**src/rtl/decode_operand_fetch.sv**
```systemverilog
// Decode/operand-fetch stage: splits instruction words, performs the data read for
// ADD/SUB/LOAD, and presents the decoded word to execute over valid/ready.
module decode_operand_fetch #(
  parameter int unsigned TIMEOUT = 15
) (
  input  logic        clk,
  input  logic        rst,
  input  logic        if_valid,
  input  logic [15:0] if_instr,
  input  logic [7:0]  if_pc,
  output logic        if_ready,
  output logic        mem_rd_req,
  output logic [7:0]  mem_rd_addr,
  input  logic        mem_rd_valid,
  input  logic [15:0] mem_rd_data,
  input  logic        flush,
  output logic        ex_valid,
  input  logic        ex_ready,
  output logic [7:0]  OP_code,
  output logic [7:0]  value,
  output logic [15:0] MAR,
  output logic [15:0] MBR,
  output logic [7:0]  ex_pc,
  output logic        halt_program,
  output logic        illegal_op,
  output logic        mem_timeout
);

  typedef enum logic [1:0] {
    IDLE     = 2'd0,
    MEM_REQ  = 2'd1,
    MEM_WAIT = 2'd2,
    HALTED   = 2'd3
  } state_t;

  localparam logic [7:0] OP_HALT = 8'h00;
  localparam logic [7:0] OP_ADD  = 8'h01;
  localparam logic [7:0] OP_SUB  = 8'h02;
  localparam logic [7:0] OP_LOAD = 8'h03;
  localparam logic [7:0] OP_LAST = 8'h07;
  localparam logic [7:0] WAIT_LAST = 8'(TIMEOUT - 1);

  state_t     state;
  logic [7:0] wait_cnt;
  logic       accept;
  logic [7:0] opcode;
  logic [7:0] operand;

  function automatic logic is_mem_op(input logic [7:0] op);
    return (op == OP_ADD) || (op == OP_SUB) || (op == OP_LOAD);
  endfunction

  assign opcode   = if_instr[15:8];
  assign operand  = if_instr[7:0];
  assign if_ready = rst & ~flush & (state == IDLE) & (~ex_valid | ex_ready);
  assign accept   = if_valid & if_ready;

  always_ff @(posedge clk) begin
    if (!rst) begin
      state        <= IDLE;
      wait_cnt     <= 8'h00;
      ex_valid     <= 1'b0;
      OP_code      <= 8'h00;
      value        <= 8'h00;
      MAR          <= 16'h0000;
      MBR          <= 16'h0000;
      ex_pc        <= 8'h00;
      halt_program <= 1'b0;
      illegal_op   <= 1'b0;
      mem_timeout  <= 1'b0;
      mem_rd_req   <= 1'b0;
      mem_rd_addr  <= 8'h00;
    end else begin
      illegal_op <= 1'b0;
      mem_rd_req <= 1'b0;
      case (state)
        IDLE: begin
          wait_cnt <= 8'h00;
          if (flush) begin
            ex_valid <= 1'b0;
          end else begin
            if (ex_valid && ex_ready) begin
              ex_valid <= 1'b0;
            end
            if (accept) begin
              if (opcode > OP_LAST) begin
                illegal_op <= 1'b1;
              end else begin
                // Decoded fields load at accept; MBR follows once the read completes.
                OP_code <= opcode;
                value   <= operand;
                MAR     <= {8'h00, operand};
                ex_pc   <= if_pc;
                MBR     <= 16'h0000;
                if (is_mem_op(opcode)) begin
                  mem_rd_req  <= 1'b1;
                  mem_rd_addr <= operand;
                  state       <= MEM_REQ;
                end else begin
                  ex_valid <= 1'b1;
                  if (opcode == OP_HALT) begin
                    halt_program <= 1'b1;
                    state        <= HALTED;
                  end
                end
              end
            end
          end
        end
        MEM_REQ: begin
          wait_cnt <= 8'h00;
          state    <= flush ? IDLE : MEM_WAIT;
        end
        MEM_WAIT: begin
          if (flush) begin
            wait_cnt <= 8'h00;
            state    <= IDLE;
          end else if (mem_rd_valid) begin
            MBR      <= mem_rd_data;
            ex_valid <= 1'b1;
            state    <= IDLE;
          end else if (wait_cnt == WAIT_LAST) begin
            MBR         <= 16'h0000;
            ex_valid    <= 1'b1;
            mem_timeout <= 1'b1;
            wait_cnt    <= 8'h00;
            state       <= IDLE;
          end else begin
            wait_cnt <= wait_cnt + 8'd1;
          end
        end
        HALTED: begin
          // Only reset leaves HALTED; flush is deliberately ignored here.
          if (ex_valid && ex_ready) begin
            ex_valid <= 1'b0;
          end
        end
        default: begin
          state <= IDLE;
        end
      endcase
    end
  end

endmodule

```
**config.mk**
```make
export PLATFORM = sky130hd
export DESIGN_NAME = decode_operand_fetch
export DESIGN_NICKNAME = d
export VERILOG_FILES = /design/src/rtl/decode_operand_fetch.sv
export SDC_FILE = /design/constraint.sdc
export NUM_CORES = 1
export LEC_CHECK = 0
export BUFFER_PORTS_ARGS = -buffer_cell sky130_fd_sc_hd__clkbuf_2
export CORE_UTILIZATION = 35
export CTS_CLUSTER_SIZE = 28
export DETAILED_ROUTE_END_ITERATION = 6
export HOLD_SLACK_MARGIN = 0.06
export PLACE_DENSITY = 0.6
export SLEW_MARGIN = 20
export SYNTH_ARGS = -nofsm -noshare
export SYNTH_HDL_FRONTEND = slang
export SYNTH_SLANG_ARGS = --single-unit
export TNS_END_PERCENT = 100
```
**constraint.sdc**
```tcl
create_clock -name clk -period 1.8 [get_ports clk]
set_input_delay 0.18 -clock clk [delete_from_list [all_inputs] [get_ports clk]]
set_output_delay 0.18 -clock clk [all_outputs]
set_load 0.02 [all_outputs]
```
==> impl_metrics.toml, run 1 <==
[status]
status = "finished with violations"
violations = "negative setup slack"

[placed_design]
numPortBuffers = 107
gp_routability_congestion = 0.726
post-place-cells = 526
dpl.hpwl_um = 5000
placement_stage_cell_area_um2 = 3590

[synth]
postSynth.asyncResetShare_pct = 0
yosys.area_share.simple_pct = 23.9
number_of_enable_type_register_cells_in_the_synthesized_netlist = 0
combinational_family_with_the_most_area_after_synthesis = "simple AND/OR/NAND/NOR gates"
synth_area_um2 = 2900
postSynth.topFlopCell = "dfxtp_1"
synth_fa_ha_area_share_pct = 3.02
post_synth_mux_area_share_pct = 0.691
synth_top_cell_by_area = "dfxtp_1"
synth-seq-cells = 63
synth_cells = 322
synthXorXnorAreaFrac_pct = 2.11
yosys_warnings = 0
synth_compound_area_share_pct = 18.2
ys_types = 38
yosys.cell_count.top_type = "dfxtp_1"
cell_types_occupying_the_most_area_after_synthesis = "dfxtp_1, nand2_1, a21boi_1"
syn_area_cell_um2 = 9.00
synth_sequential_area_ratio_pct = 43.5
post_synth_most_frequent_cells = "dfxtp_1, nand2_1, a21boi_1, a21boi_0, o21ai_0"
netlist.area_leader.share_pct = 43.5

[critical_path]
worst_setup_path_startpoint = "wait_cnt[0]$_SDFFE_PN0P_"
worst-endpoint-arrival_ns = 2.09
end_kind = "flop"
r2r-start = "wait_cnt[0]$_SDFFE_PN0P_"
criticalPathCategory = "flop to flop"
worst-endpoint-required_ns = 2.06
worstPathMaxFanout = 8
timing.critical_path.from_type = "flop"

[cts]
cts.clk_slew.worst_paths_ns = 0.07
post_cts_setup_buffers = 0
tritoncts.num_buffers = 9
worstSkewPairLatency_ns = 0.33
tritoncts = "yes"
clock_tree.buffer_depth = 2
clock_tree.root_cell = "clkbuf_8"
cts-htree-levels = 3
clock-sinks = 63

[finish]
drive_gt1_share_pct = 41.2
utilization_of_the_core_after_routing_pct = 52.1
area.sequential_um2 = 1260
finalNonFillerCells = 554
antenna_cells = 0
finish.instance_area_um2 = 4110
nets = 500
syn_to_final_growth_pct = 41.6
fillers = 760
multi_input_area_um2 = 1550

[power_and_ir_drop]
total_power_mw = 3.35
power.leakage_nw = 1.78
max-vdd-ir-drop_mv = 0.366
cellPowerDensity_nw_per_um2 = 815

[floorplanning]
floorplan.io_pins = 116
die_span_in_y_um = 93.0
floorplan.initialDensity_pct = 36.8
core.rowCount = 32
core_region_area_um2 = 7890
floorplan_die_width_um = 93.0
fp.dieArea_um2 = 8650

[drt]
detailroute.via_count = 2664
postRouteAntennaNets = 0
detail_route.iter0.violations = 91
drt-total-wl_um = 7720
drt-wirelength-per-cell_um = 13.9
detailedRoute.firstPassIterationCount = 4
drcViolationCount = 0
vias_per_cell = 4.81

[sta]
rsz_0062_raised_after_global_routing = "yes"
fin_worst_skew_ns = 0.00891
timing.hold.ws_ns = 0.0853
finalMaxSlewViolations = 0
hold_viol = 0
worst_pin_slew_ns = 0.973
max_slew_margin_pct = 34.9
setup_viol = 17
period_utilisation_layout_pct = 102
max_freq_mhz = 546
setup_ws_ns = -0.0321
period_needed_ns = 1.83

[job]
max_cap_viols = 0

[grt]
grt_max_degree = 57
initial_antenna_violation_count = 0
globalRouteOverflowTotal = 0
globalRouteTotalUtil_pct = 17.2
grt_pass1_wl_um = 11700
first_global_vias = 2386

[worst_hold_path]
worst_hold_startpoint = "if_instr[9]"
hold_class = "input pin to flop"
## kinds of logic (layout without fill, tap and decap cells)
| kind of cell | after synthesis | after routing |
|---|---|---|
| AND/OR/NAND/NOR | 126 | 126 |
| multiplexers | 2 | 2 |
| adder cells (fa/ha/maj) | 7 | 7 |
| other | 1 | 8 |
| XOR/XNOR | 7 | 7 |
| flip-flops | 63 | 63 |
| AO/OA/AOI/OAI | 75 | 75 |
| buffers and inverters | 41 | 164 |
## path summary, 6_finish.rpt
kind / end / slack [ns] / cells past startpoint
min: OP_code[1]$_SDFFE_PN0P_ / 0.09 / 3
min reg2reg: ex_pc[5]$_SDFFE_PN0P_ / 0.45 / 2
max: MBR[7]$_SDFFE_PN0P_ / -0.03 / 8
max reg2reg: MBR[7]$_SDFFE_PN0P_ / -0.03 / 8
## through the flow
step / setup slack [ns] / TNS, ns
global route: -0.138 / -3.48
CTS: -0.0366 / -0.247
finish: -0.0321 / -0.320
global placement: -0.0216 / -0.0424
floorplan: -0.0273 / -0.304
detailed placement: -0.0817 / -0.613
## state kept, by name, summed over array words and instances (netlist names), 2 cells and up
signal,flops
ex_pc,8
state,2
MBR,16
wait_cnt,8
mem_rd_addr,8
value,8
OP_code,8
## what timing repair did
action,4_1_cts,5_1_grt
endpoints found under the setup margin,33,52
gates resized for setup,18,40
hold buffers,7,0
gates cloned,2,3
pin swaps,5,19
endpoints found under the hold margin,7,0
## area by class of cell
cell class,instances,share of cell area [%]
Clock buffer,10,3.11
Sequential cell,63,30.8
Timing Repair Buffer,141,22.5
Clock inverter,6,2.07
Tap cell,102,3.11
Multi-Input combinational cell,225,37.7
Inverter,7,0.640
## layer usage
metal,global-route usage (%),share of wire [%]
met1,21.6,45
met5,0,0
met3,3.09,3.3
met2,29.6,50
met4,6.15,1.3
## power breakdown
part / internal (mW) / switching [mW] / leakage, nW
Clock: 0.775 / 0.554 / 0.102
Combinational: 0.280 / 0.310 / 1.16
Sequential: 1.42 / 0.0106 / 0.509
Total: 2.47 / 0.875 / 1.78
## cell usage in the layout (no fill, tap or decap), types with 2 or more instances in the layout
master | synthesis | layout
clkbuf_16 | 0 | 3
bufinv_16 | 0 | 2
dfxtp_2 | 0 | 3
inv_1 | 7 | 5
dfxtp_1 | 63 | 60
clkbuf_8 | 0 | 9
conb_1 | 1 | 8
nand2b_1 | 2 | 2
nor2_1 | 15 | 15
inv_2 | 0 | 2
nand2_1 | 54 | 47
nand3_2 | 0 | 5
clkinv_2 | 0 | 2
o21ai_2 | 0 | 2
clkinvlp_4 | 0 | 2
clkbuf_2 | 0 | 107
nand2_4 | 0 | 4
buf_12 | 0 | 3
a21boi_2 | 0 | 6
or4b_4 | 2 | 2
buf_4 | 18 | 18
nand2_2 | 1 | 4
a21boi_1 | 23 | 33
nand3_1 | 12 | 7
mux2i_1 | 2 | 2
and2_1 | 3 | 3
o21ai_0 | 20 | 7
dlygate4sd3_1 | 0 | 7
a21boi_0 | 21 | 5
o21ai_1 | 0 | 11
xnor2_1 | 3 | 3
nor3_1 | 4 | 4
xor2_1 | 4 | 4
and4_1 | 2 | 2
nand4b_1 | 16 | 16
and3_1 | 8 | 8
buf_6 | 3 | 2
a21oi_1 | 3 | 3
nor2b_1 | 3 | 3
ha_1 | 7 | 5
## worst max-delay path, cell delays in order (launching register included)
cell       delay [ns]
dfxtp_2          0.32
inv_1            0.05
ha_1             0.12
or4b_4           0.48
nor4_4           0.20
a211oi_4         0.12
clkbuf_16        0.19
nand4b_1         0.17
a21boi_1         0.12
(Power assumes the default switching activity.)
==> inputs of run 2 (changes only) <==
- PLACE_DENSITY: 0.6 -> default
- SKIP_CTS_REPAIR_TIMING: default -> 1
==> impl_metrics.toml, run 2 (synthesis results as in run 1) <==
[status]
status = "finished with violations"
violations = "negative setup slack"

[floorplanning]
floorplan_die_width_um = 93.0
floorplan.io_pins = 116
fp.dieArea_um2 = 8650
floorplan.initialDensity_pct = 36.8
core_region_area_um2 = 7890
die_span_in_y_um = 93.0
core.rowCount = 32

[sta]
hold_viol = 0
rsz_0062_raised_after_global_routing = "yes"
setup_viol = 7
period_utilisation_layout_pct = 104
finalMaxSlewViolations = 0
fin_worst_skew_ns = 0.00928
period_needed_ns = 1.87
max_freq_mhz = 534
max_slew_margin_pct = 28.3
worst_pin_slew_ns = 1.07
setup_ws_ns = -0.0721

[job]
max_cap_viols = 0

[placed_design]
gp_routability_congestion = 0.726
numPortBuffers = 107
dpl.hpwl_um = 5000
post-place-cells = 526
placement_stage_cell_area_um2 = 3590
dp_worst_setup_slack_ns = -0.0817

[critical_path]
criticalPathCategory = "flop to flop"
worstPathMaxFanout = 6
worst-endpoint-required_ns = 2.05
timing.critical_path.from_type = "flop"
worst-endpoint-arrival_ns = 2.12
end_kind = "flop"

[finish]
antenna_cells = 0
drive_gt1_share_pct = 43.0
syn_to_final_growth_pct = 41.0
mostFrequentLayoutCell = "clkbuf_2"
nets = 495
finish.instance_area_um2 = 4090
largest_register = "MBR"
most-common-layout-cells = "clkbuf_2, dfxtp_1, nand2_1"
max_reg_flops = 16
fillers = 761
finalNonFillerCells = 549

[grt]
grt_pass1_wl_um = 11200
grt_max_degree = 57
first_global_vias = 2303
initial_antenna_violation_count = 0
globalRouteTotalUtil_pct = 16.5
globalRouteOverflowTotal = 0

[drt]
detailroute.via_count = 2638
drt-wirelength-per-cell_um = 13.9
drt-total-wl_um = 7630
postRouteAntennaNets = 0
drcViolationCount = 0
detail_route.iter0.violations = 86
vias_per_cell = 4.81
detailedRoute.firstPassIterationCount = 6

[cts]
tritoncts = "yes"
worstSkewPairLatency_ns = 0.33
clock_tree.root_cell = "clkbuf_8"
clock-sinks = 63
cts-htree-levels = 3
cts.clk_slew.worst_paths_ns = 0.07
tritoncts.num_buffers = 9
clock_tree.buffer_depth = 2

[power_and_ir_drop]
power.leakage_nw = 1.78
cellPowerDensity_nw_per_um2 = 819
max-vdd-ir-drop_mv = 0.359

[worst_hold_path]
hold_class = "input pin to flop"
## run 2: cell count changes in the layout (fill, tap and decap cells not counted), moves of 4 or more
| cell | change |
|---|---|
| a21boi_1 | +5 |
| o21ai_1 | -7 |
| a21boi_0 | -5 |
| dlygate4sd3_1 | -4 |
| o21ai_0 | +5 |
## run 2: metrics by stage
stage	power (mW)	setup TNS [ns]	util, %	hold WS (ns)
after floorplan	1.77	-0.304	-	0.315
after CTS	3.30	-1.06	48.3	0.0418
after global routing	3.50	-2.78	51.8	0.0662
final	3.35	-0.149	51.8	0.0574
after detailed placement	1.96	-0.613	45.6	0.409
after global placement	1.95	-0.0424	45.6	0.404
## run 2: where the power goes
part	switching (mW)	leakage (nW)	total, mW	internal, mW
combinational	0.318	1.17	0.589	0.272
sequential	0.0105	0.509	1.43	1.42
clock	0.557	0.102	1.33	0.775
## run 2: area by class of cell
class                   instances  area [µm²]  share of cell area [%]
clock buffers                  10         128                    3.12
clock inverters                 6        85.1                    2.08
inverters                       7        26.3                   0.643
multi-input cells             225        1600                    39.1
flip-flops and latches         63        1260                    30.9
well taps                     102         128                    3.12
repair buffers                136         858                    21.0
## run 2: critical path, cell delays in order, from the launching register on
cell and delay [ns]:
dfxtp_2 0.33, inv_2 0.07, ha_4 0.14, nand2_4 0.04
or4b_4 0.55, nor2_8 0.20, buf_12 0.16, nand3_2 0.06
a21boi_1 0.23
## run 2: final timing paths
path | slack [ns] | cells past startpoint | start | to
worst max-delay path | -0.07 | 8 | state[0]$_SDFFE_PN0P_ | mem_rd_addr[2]$_SDFFE_PN0P_
worst min-delay path | 0.06 | 3 | if_pc[4] | ex_pc[4]$_SDFFE_PN0P_
worst max register to register | -0.07 | 8 | state[0]$_SDFFE_PN0P_ | mem_rd_addr[2]$_SDFFE_PN0P_
worst min register to register | 0.45 | 2 | ex_pc[5]$_SDFFE_PN0P_ | ex_pc[5]$_SDFFE_PN0P_
## run 2: per-layer routing
layer / wire, µm / GRT usage, %
met2: 3790 / 27.9
met5: 0 / 0
met3: 251 / 3.09
met1: 3500 / 20.7
met4: 85 / 6.15
